[src/rtl/alu_operand_loader.sv]
// Byte-serial ALU front end: collects {A, B, opcode} from an RX byte stream, presents the operands
// to a combinational ALU, and returns the result as a single TX byte.
module alu_operand_loader #(
  parameter int N       = 7,
  parameter int OP_W    = 6,
  parameter int TIMEOUT = 1000
) (
  input  logic            clk,
  input  logic            rst_n,
  input  logic [7:0]      RxData,
  input  logic            RxValid,
  output logic            RxReady,
  output logic [N-1:0]    BusA,
  output logic [N-1:0]    BusB,
  output logic [OP_W-1:0] OpCode,
  input  logic [N-1:0]    AluResult,
  output logic [7:0]      TxData,
  output logic            TxValid,
  input  logic            TxReady,
  output logic            Busy,
  output logic            FrameErr
);

  localparam int            CW       = $clog2(TIMEOUT);
  localparam logic [CW-1:0] CNT_LAST = CW'(TIMEOUT - 1);

  typedef enum logic [2:0] {
    ST_GET_A  = 3'd0,
    ST_GET_B  = 3'd1,
    ST_GET_OP = 3'd2,
    ST_EXEC   = 3'd3,
    ST_SEND   = 3'd4
  } state_t;

  state_t          state_r;
  state_t          next_state_s;
  logic [CW-1:0]   cnt_r;
  logic [CW-1:0]   cnt_next_s;
  logic            rx_xfer_s;
  logic            tx_xfer_s;
  logic            abort_s;
  logic            load_a_s;
  logic            load_b_s;
  logic            load_op_s;
  logic            load_tx_s;
  logic [7:0]      result_ext_s;
  logic [N-1:0]    bus_a_r;
  logic [N-1:0]    bus_b_r;
  logic [OP_W-1:0] opcode_r;
  logic [7:0]      tx_data_r;
  logic            tx_valid_r;
  logic            rx_ready_r;
  logic            busy_r;
  logic            frame_err_r;
  logic            rx_data_unused_s;

  // Upper RxData bits beyond the operand/opcode widths are intentionally dropped.
  assign rx_data_unused_s = ^RxData;

  assign rx_xfer_s = RxValid && rx_ready_r;
  assign tx_xfer_s = tx_valid_r && TxReady;

  // Zero-extend the ALU result into a full TX byte.
  always_comb begin
    result_ext_s        = 8'h00;
    result_ext_s[N-1:0] = AluResult;
  end

  // Next-state, load strobes and inter-byte timeout counter.
  always_comb begin
    next_state_s = state_r;
    cnt_next_s   = {CW{1'b0}};
    abort_s      = 1'b0;
    load_a_s     = 1'b0;
    load_b_s     = 1'b0;
    load_op_s    = 1'b0;
    load_tx_s    = 1'b0;
    case (state_r)
      ST_GET_A: begin
        if (rx_xfer_s) begin
          load_a_s     = 1'b1;
          next_state_s = ST_GET_B;
        end else begin
          next_state_s = ST_GET_A;
        end
      end
      ST_GET_B: begin
        // An accepted byte wins over a timeout expiring in the same cycle.
        if (rx_xfer_s) begin
          load_b_s     = 1'b1;
          next_state_s = ST_GET_OP;
        end else if (cnt_r == CNT_LAST) begin
          abort_s      = 1'b1;
          next_state_s = ST_GET_A;
        end else begin
          cnt_next_s   = cnt_r + CW'(1);
          next_state_s = ST_GET_B;
        end
      end
      ST_GET_OP: begin
        if (rx_xfer_s) begin
          load_op_s    = 1'b1;
          next_state_s = ST_EXEC;
        end else if (cnt_r == CNT_LAST) begin
          abort_s      = 1'b1;
          next_state_s = ST_GET_A;
        end else begin
          cnt_next_s   = cnt_r + CW'(1);
          next_state_s = ST_GET_OP;
        end
      end
      ST_EXEC: begin
        load_tx_s    = 1'b1;
        next_state_s = ST_SEND;
      end
      ST_SEND: begin
        if (tx_xfer_s) begin
          next_state_s = ST_GET_A;
        end else begin
          next_state_s = ST_SEND;
        end
      end
      default: begin
        next_state_s = ST_GET_A;
      end
    endcase
  end

  // State register and timeout counter.
  always_ff @(posedge clk or negedge rst_n) begin
    if (!rst_n) begin
      state_r <= ST_GET_A;
      cnt_r   <= {CW{1'b0}};
    end else begin
      state_r <= next_state_s;
      cnt_r   <= cnt_next_s;
    end
  end

  // Operand/opcode registers hold their last value, including across an aborted frame.
  always_ff @(posedge clk or negedge rst_n) begin
    if (!rst_n) begin
      bus_a_r  <= {N{1'b0}};
      bus_b_r  <= {N{1'b0}};
      opcode_r <= {OP_W{1'b0}};
    end else begin
      if (load_a_s) begin
        bus_a_r <= RxData[N-1:0];
      end
      if (load_b_s) begin
        bus_b_r <= RxData[N-1:0];
      end
      if (load_op_s) begin
        opcode_r <= RxData[OP_W-1:0];
      end
    end
  end

  // Result byte is captured once in EXEC and held through SEND.
  always_ff @(posedge clk or negedge rst_n) begin
    if (!rst_n) begin
      tx_data_r <= 8'h00;
    end else if (load_tx_s) begin
      tx_data_r <= result_ext_s;
    end
  end

  // Handshake/status flags decoded from the next state so they line up with the state register.
  always_ff @(posedge clk or negedge rst_n) begin
    if (!rst_n) begin
      tx_valid_r  <= 1'b0;
      rx_ready_r  <= 1'b1;
      busy_r      <= 1'b0;
      frame_err_r <= 1'b0;
    end else begin
      tx_valid_r  <= (next_state_s == ST_SEND);
      rx_ready_r  <= (next_state_s == ST_GET_A) || (next_state_s == ST_GET_B) ||
                     (next_state_s == ST_GET_OP);
      busy_r      <= (next_state_s != ST_GET_A);
      frame_err_r <= abort_s;
    end
  end

  assign RxReady  = rx_ready_r;
  assign BusA     = bus_a_r;
  assign BusB     = bus_b_r;
  assign OpCode   = opcode_r;
  assign TxData   = tx_data_r;
  assign TxValid  = tx_valid_r;
  assign Busy     = busy_r;
  assign FrameErr = frame_err_r;

endmodule

[config.mk]
export PLATFORM = sky130hd
export DESIGN_NAME = alu_operand_loader
export DESIGN_NICKNAME = d
export VERILOG_FILES = /design/src/rtl/alu_operand_loader.sv
export SDC_FILE = /design/constraint.sdc
export NUM_CORES = 1
export LEC_CHECK = 0
export BUFFER_PORTS_ARGS = -buffer_cell sky130_fd_sc_hd__buf_4
export CORE_AREA = 2 2 84 86
export CTS_CLUSTER_DIAMETER = 50
export DETAILED_ROUTE_END_ITERATION = 10
export DIE_AREA = 0 0 86 88
export HOLD_SLACK_MARGIN = 0.03
export PLACE_DENSITY_LB_ADDON = 0.2
export SYNTH_ARGS = -nofsm -noshare
export SYNTH_HDL_FRONTEND = slang
export SYNTH_SLANG_ARGS = --single-unit
export TNS_END_PERCENT = 10
[constraint.sdc]
create_clock -name clk -period 1.5 [get_ports clk]
set_input_delay 0.3 -clock clk [delete_from_list [all_inputs] [get_ports clk]]
set_output_delay 0.3 -clock clk [all_outputs]
set_load 0.05 [all_outputs]
# == Yosys cells after proc, flatten, opt, wreduce, memory -nomap -nowiden ==
# Cells that the tools add are included.
# totals
register_bits,44
inputBits,19
out_inout_bits,32
wordCells,45
# classes
n_addsub,1
eq_ne,8
mux,18
n_reduce_logical,8
# ops
op,count
$mux 10,3
$pmux 3 s5,1
$add 10x1->10 const B,1
$eq 10x10->1 const B,1
$mux 1,10
$eq 3x2->1 const B,3
$eq 3x1->1 const B,2
$eq 3x3->1 const B,2
$logic_not 3->1,2
$mux 2,3
$mux 3,1
$reduce_bool 3->1,1
$logic_and 1x1->1,2
$logic_or 1x1->1,2
$reduce_or 2->1,1

# == Logic depth before layout (Yosys ltp) ==
# Gate-level depths: netlist of run 1.
# logic_depth
depth_word,7
mapped_depth,5
ltp_nobuf,5

# == Least setup slack after synthesis of run 1 ==
# No wires, ideal clock.
# synth_path
kind,reg-to-reg
start,reg rx_ready_r (netlist: RxReady)
end,reg bus_a_r[0] (netlist: BusA[0])
setup_time_ns,0.125
t_arrival_ns,1.745
required_ns,1.375
path_slack_ns,-0.371
path_stages_with_launch,5
path_buffers,1
synth_period_minus_slack_ns,1.871
path_cell_list,dfstp_2 -> nand2_2 -> or4_4 -> buf_6 -> mux2_4
# synth_via
elab_chain_len,3
# synth_rtl
item,line_no,source
"start, declared",52,logic rx_ready_r;
"start signal, assigned",177,rx_ready_r <= (next_state_s == ST_GET_A) || (next_state_s == ST_GET_B) ||
$logic_and 1x1->1,60,assign rx_xfer_s = RxValid && rx_ready_r;
$mux 1,80,if (rx_xfer_s) begin
$mux 1,78,case (state_r)
"end signal, assigned",143,bus_a_r <= {N{1'b0}};
"end signal, assigned",148,bus_a_r <= RxData[N-1:0];
"end, declared",47,logic [N-1:0] bus_a_r;
# No other way between the ends.
# A chain may end at the register's enable or synchronous reset.

# == Worst setup path in the final report of run 1 ==
# layout_path
start,reg rx_ready_r (netlist: RxReady)
end,reg bus_a_r[2] (netlist: BusA[2])
# The elaborated chain is that of the path after synthesis.

==> results.cfg, run 1 <==
[setup_path]
crit_path_end_kind = register
crit_path_max_incr_delay_ns = 0.56
crit_required_ns = 1.68
crit_slowest_cell = dfstp_2
crit_buf_inv = 0
cpLargestDelayFamily = simple AND/OR/NAND/NOR gates
arrival_ns = 1.77
path_cells = nand2_4 -> or4_4 -> mux2_4
crit_type = register to register
cp_max_fo = 7
critPathLaunchType = register

[routing]
drt-vias-per-instance = 4.43
drtPass1Iterations = 4
wl_met1_mm = 1.71
vias = 1286
ant_nets = 0
dr_wl_met3_um = 214
wl_per_cell_um = 13.0
route.detailed.drc = 0
met2_length_mm = 1.79
drt-total-wl_mm = 3.77
top_layer = met4
drt_iter0_markers = 31

[sta]
setup_ws_ns = -0.0857
period_minus_slack_ns = 1.59
finClkSkew_ns = 0.00911
hold_viol_final = 0
period_share_pct = 106
timing.hold.ws_ns = 0.234
setup_viol = 14
tightest_slew_ns = 0.563
maxSlewViolCount = 0
tns_ns = -0.690
slew_headroom_pct = 62.4
fmax_mhz = 631
grt_setup_unrepaired = yes

[global_route]
grt_max_degree = 45
antenna_found_initial = 0
grt_pass1_vias = 1306
grt_remaining_overflow = 0
grtUsageTotal_pct = 10.6
grt_pass1_wl_mm = 6.15

[placement]
place_area_sq_um = 2440
gp_congestion = 0.767
placedCellCount = 279
dp.final_hpwl_mm = 2.63
portBuffers = 48

[floorplanning]
start_util_pct = 28.1
core_area_sq_um = 6640
die-area_sq_um = 7570
io_pins = 51
chipHeight_um = 88
rows = 30
dieWidth_um = 86

[yosys]
yosysUniqueCellTypes = 31
ys_seq_area_share_pct = 59.1
avgSynthCellArea_sq_um = 13.6
yosys_warnings = 0
ys_ff_latch = 44
synthesis.nets = 157
synthCells = 137
yosys.area.top_type = dfrtp_1
yosysTopAreaCellShare_pct = 57.7
synth_area_sq_um = 1860
synth_area_leaders = dfrtp_1 (58%), mux2_2 (12%), mux2_4 (5.6%), nor2_1 (3.2%), xnor2_1 (1.9%)

[pwr]
power_density_nw_per_um2 = 2400
power_leakage_nw = 1.27
vdd_drop_max_v = 0.000524
power_w = 0.00636

[run_status]
status = finished with violations
violations = setup timing

[worst_hold_path]
hp-class = primary input to register

[clocking]
ctsRootBufferMaster = clkbuf_8
cts_htree_levels = 2
numCtsBuffers = 5
clock_latency_ns = 0.30
clock_sinks = 44
cts_tree = yes
clockBufferDepth = 2
clkTransAtPathRegs_ns = 0.08

[layout]
drive_above_1_share_pct = 53.8
instances_no_fill = 290
final_nets = 229
antenna_cells = 0
syn_to_final_growth_pct = 42.0
fin_area_sq_um = 2650

[job]
maxCapViolCount = 0
## power by group
group / internal [W] / switching [W] / leakage [nW]
sequential: 0.00165 / 0.000246 / 0.545
clock: 0.000502 / 0.000430 / 0.0583
combinational: 0.00138 / 0.00216 / 0.664
total: 0.00353 / 0.00283 / 1.27
## state kept, by name, summed over array words and instances (netlist names)
register  cells
BusA          7
BusB          7
Busy          1
FrameErr      1
OpCode        6
RxReady       1
TxData        7
TxValid       1
cnt_r        10
state_r       3
## final timing paths
path	startpoint	to	slack [ns]	cells past startpoint
worst max-delay path	RxReady	BusA[2]	-0.09	3
worst min-delay path	AluResult[0]	TxData[0]	0.23	2
worst max register to register	RxReady	BusA[2]	-0.09	3
worst min register to register	TxData[0]	TxData[0]	0.51	1
max in group asynchronous	rst_n	state_r[2]	0.58	2
min in group asynchronous	rst_n	BusB[2]	0.54	2
## metal layers
metal | GRT usage, % | vias to the layer above
met1 | 12.8 | 630
met4 | 4.18 | 0
met3 | 3.58 | 6
li1 | - | 617
met2 | 17.5 | 33
met5 | 0 | -
## synth_stat cells
master and count:
a211o_1 1, a211oi_1 2, a311oi_1 1, a31oi_1 4, and3_1 1, and4_1 2, and4b_1 1, buf_2 1
buf_4 2, buf_6 2, conb_1 1, dfrtp_1 43, dfstp_2 1, ha_1 1, inv_1 3, mux2_2 20
mux2_4 7, nand2_1 8, nand2_2 1, nand2b_1 1, nand3_1 3, nand3b_1 2, nand4_1 1, nor2_1 16
nor4_4 1, nor4b_4 1, o211ai_1 1, or3_1 1, or4_4 1, xnor2_1 4, xor2_1 3
## timing repair
| item | 4_1_cts | 5_1_grt |
|---|---|---|
| hold endpoints to repair | 43 | 0 |
| pin swaps | 0 | 3 |
| hold buffers | 1 | 0 |
| setup buffers | 1 | 1 |
| setup endpoints to repair | 24 | 28 |
| gates resized for setup | 8 | 9 |
## cells in the final DEF, fill, tap and decap left out, drive strengths merged
master	netlist	final
a211o	1	1
a211oi	2	2
a311oi	1	1
a31oi	4	4
and3	1	1
and4	2	2
and4b	1	1
buf	5	69
bufinv	0	1
clkbuf	0	5
clkinv	0	2
conb	1	1
dfrtp	43	43
dfstp	1	1
dlygate4sd3	0	1
ha	1	1
inv	3	3
mux2	27	27
nand2	9	9
nand2b	1	1
nand3	3	3
nand3b	2	2
nand4	1	1
nor2	16	16
nor4	1	1
nor4b	1	1
o211ai	1	1
or3	1	1
or4	1	1
xnor2	4	4
xor2	3	3
## final cells by class
type / count / area, sq um
clock inverters: 3 / 47.5
repair buffers: 70 / 548
clock buffers: 5 / 68.8
inverters: 3 / 11.3
fillers: 641 / 4000
flip-flops and latches: 44 / 1100
multi-input cells: 85 / 769
well taps: 80 / 100
## cells by family after synthesis
logic type	synth area share (%)
other	0.201
AOI/OAI and AO/OA	3.49
xor gates and xnor gates	3.29
buffers and inverters	2.89
adders and majority gates	0.671
muxes	17.7
and+or+nand+nor	12.6
DFF	59.1
## stage by stage
step / utilization [%] / worst slack (ns)
floorplan: - / -0.313
global placement: 36.8 / -0.0716
detailed placement: 36.8 / -0.0981
CTS: 39.2 / -0.0890
global route: 39.8 / -0.131
finish: 39.8 / -0.0857
Power figures use the tool's default switching activity.
==> run 2: changes to the inputs <==
- RECOVER_POWER: default -> 25
==> results.cfg, run 2 (synthesis gave the netlist of run 1 again) <==
[sta]
hold_viol_final = 0
maxSlewViolCount = 0
setup_viol = 14
finClkSkew_ns = 0.00911
period_minus_slack_ns = 1.59
setup_ws_ns = -0.0857
fmax_mhz = 631
grt_setup_unrepaired = yes
slew_headroom_pct = 59.4
tightest_slew_ns = 0.609
period_share_pct = 106

[clocking]
numCtsBuffers = 5
cts_htree_levels = 2
clock_sinks = 44
clockBufferDepth = 2
clock_latency_ns = 0.30
clkTransAtPathRegs_ns = 0.08
ctsRootBufferMaster = clkbuf_8
cts_tree = yes

[setup_path]
reg2reg_to = BusA[2]
crit_required_ns = 1.68
crit_path_end_kind = register
critPathLaunchType = register
arrival_ns = 1.77
r2r_start = RxReady
crit_type = register to register
ff2ff_setup_slack_ns = -0.09
cp_max_fo = 7
reg2reg_depth = 3

[layout]
drive_above_1_share_pct = 53.8
syn_to_final_growth_pct = 42.0
largest_reg_flops = 10
final_nets = 229
largest-register = cnt_r
antenna_cells = 0
final_common_cell = buf_4
layout_common_cells = buf_4 (65), dfrtp_1 (43), mux2_4 (18), nor2_1 (15), mux2_2 (9)
final_util_pct = 39.8
instances_no_fill = 290

[global_route]
grtUsageTotal_pct = 10.6
grt_pass1_wl_mm = 6.15
grt_pass1_vias = 1306
antenna_found_initial = 0
grt_remaining_overflow = 0
grt_max_degree = 45

[routing]
drt_iter0_markers = 31
drt-total-wl_mm = 3.77
ant_nets = 0
drt-vias-per-instance = 4.43
vias = 1284
route.detailed.drc = 0
wl_per_cell_um = 13.0
drtPass1Iterations = 4

[pwr]
switching_share_pct = 44.5
switching_power_w = 0.00283
pwr-share-comb_pct = 55.6
power_density_nw_per_um2 = 2400
p_int_w = 0.00353
power_leakage_nw = 1.27
p_seq_share_pct = 29.7
pwr-share-clk_pct = 14.6
power_w = 0.00636
vdd_drop_max_v = 0.000524

[worst_hold_path]
hold_depth = 2
hold_path.startpoint = AluResult[0]
hp-class = primary input to register
hold_path_end = TxData[0]

[floorplanning]
io_pins = 51
dieWidth_um = 86
core_area_sq_um = 6640
start_util_pct = 28.1
chipHeight_um = 88
rows = 30
die-area_sq_um = 7570

[placement]
portBuffers = 48
dp.final_hpwl_mm = 2.63
place_ws_ns = -0.0981
placedCellCount = 279
gp_congestion = 0.767

[run_status]
violations = setup timing
status = finished with violations

[job]
maxCapViolCount = 0
==> run 2: final cells by class <==
type | instances | area (sq um)
Clock buffer | 5 | 68.8
Clock inverter | 3 | 47.5
Fill cell | 641 | 4000
Inverter | 3 | 11.3
Multi-Input combinational cell | 85 | 769
Sequential cell | 44 | 1100
Tap cell | 80 | 100
Timing Repair Buffer | 70 | 548
==> run 2: metal layers <==
layer	vias to the layer above	routed length, um	track usage [%]
met5	-	0	0
met3	6	214	3.58
met1	628	1710	12.8
met4	0	57	4.18
li1	617	-	-
met2	33	1790	17.5
==> run 2: power groups by stage <==
| stage | Sequential (W) | Clock, W | Combinational, W |
|---|---|---|---|
| final | 0.00189 | 0.000932 | 0.00354 |
| after global routing | 0.00195 | 0.00102 | 0.00373 |
| after CTS | 0.00189 | 0.000976 | 0.00348 |
| after detailed placement | 0.00191 | 0 | 0.00340 |
| after global placement | 0.00191 | 0 | 0.00337 |
| after floorplan | 0.00330 | 0 | 0.000966 |
==> run 2: worst max path at each step <==
stage,startpoint,to,slack [ns]
floorplan,RxReady,BusA[0],-0.31
global placement,RxReady,BusA[4],-0.07
detailed placement,RxReady,BusA[6],-0.1
CTS,RxReady,BusA[2],-0.09
global route,RxReady,BusA[2],-0.13
finish,RxReady,BusA[2],-0.09
==> run 2: worst max-delay path, stage by stage (launching register included) <==
cell and delay [ns]:
dfstp_2 0.56, nand2_4 0.07, or4_4 0.52, mux2_4 0.33
==> run 2: what timing repair did <==
item / 4_1_cts / 5_1_grt
gates resized for setup: 8 / 9
endpoints found under the hold margin: 43 / 0
hold buffers: 1 / 0
setup buffers: 1 / 1
pin swaps: 0 / 3
endpoints found under the setup margin: 24 / 28
==> run 2: metrics by stage <==
step	TNS [ns]	hold slack [ns]	instance area [sq um]
finish	-0.690	0.234	2650
CTS	-0.898	0.221	2610
detailed placement	-1.31	0.338	2440
global placement	-0.924	0.341	2440
floorplan	-4.69	0.00441	1870
global route	-1.56	0.222	2650
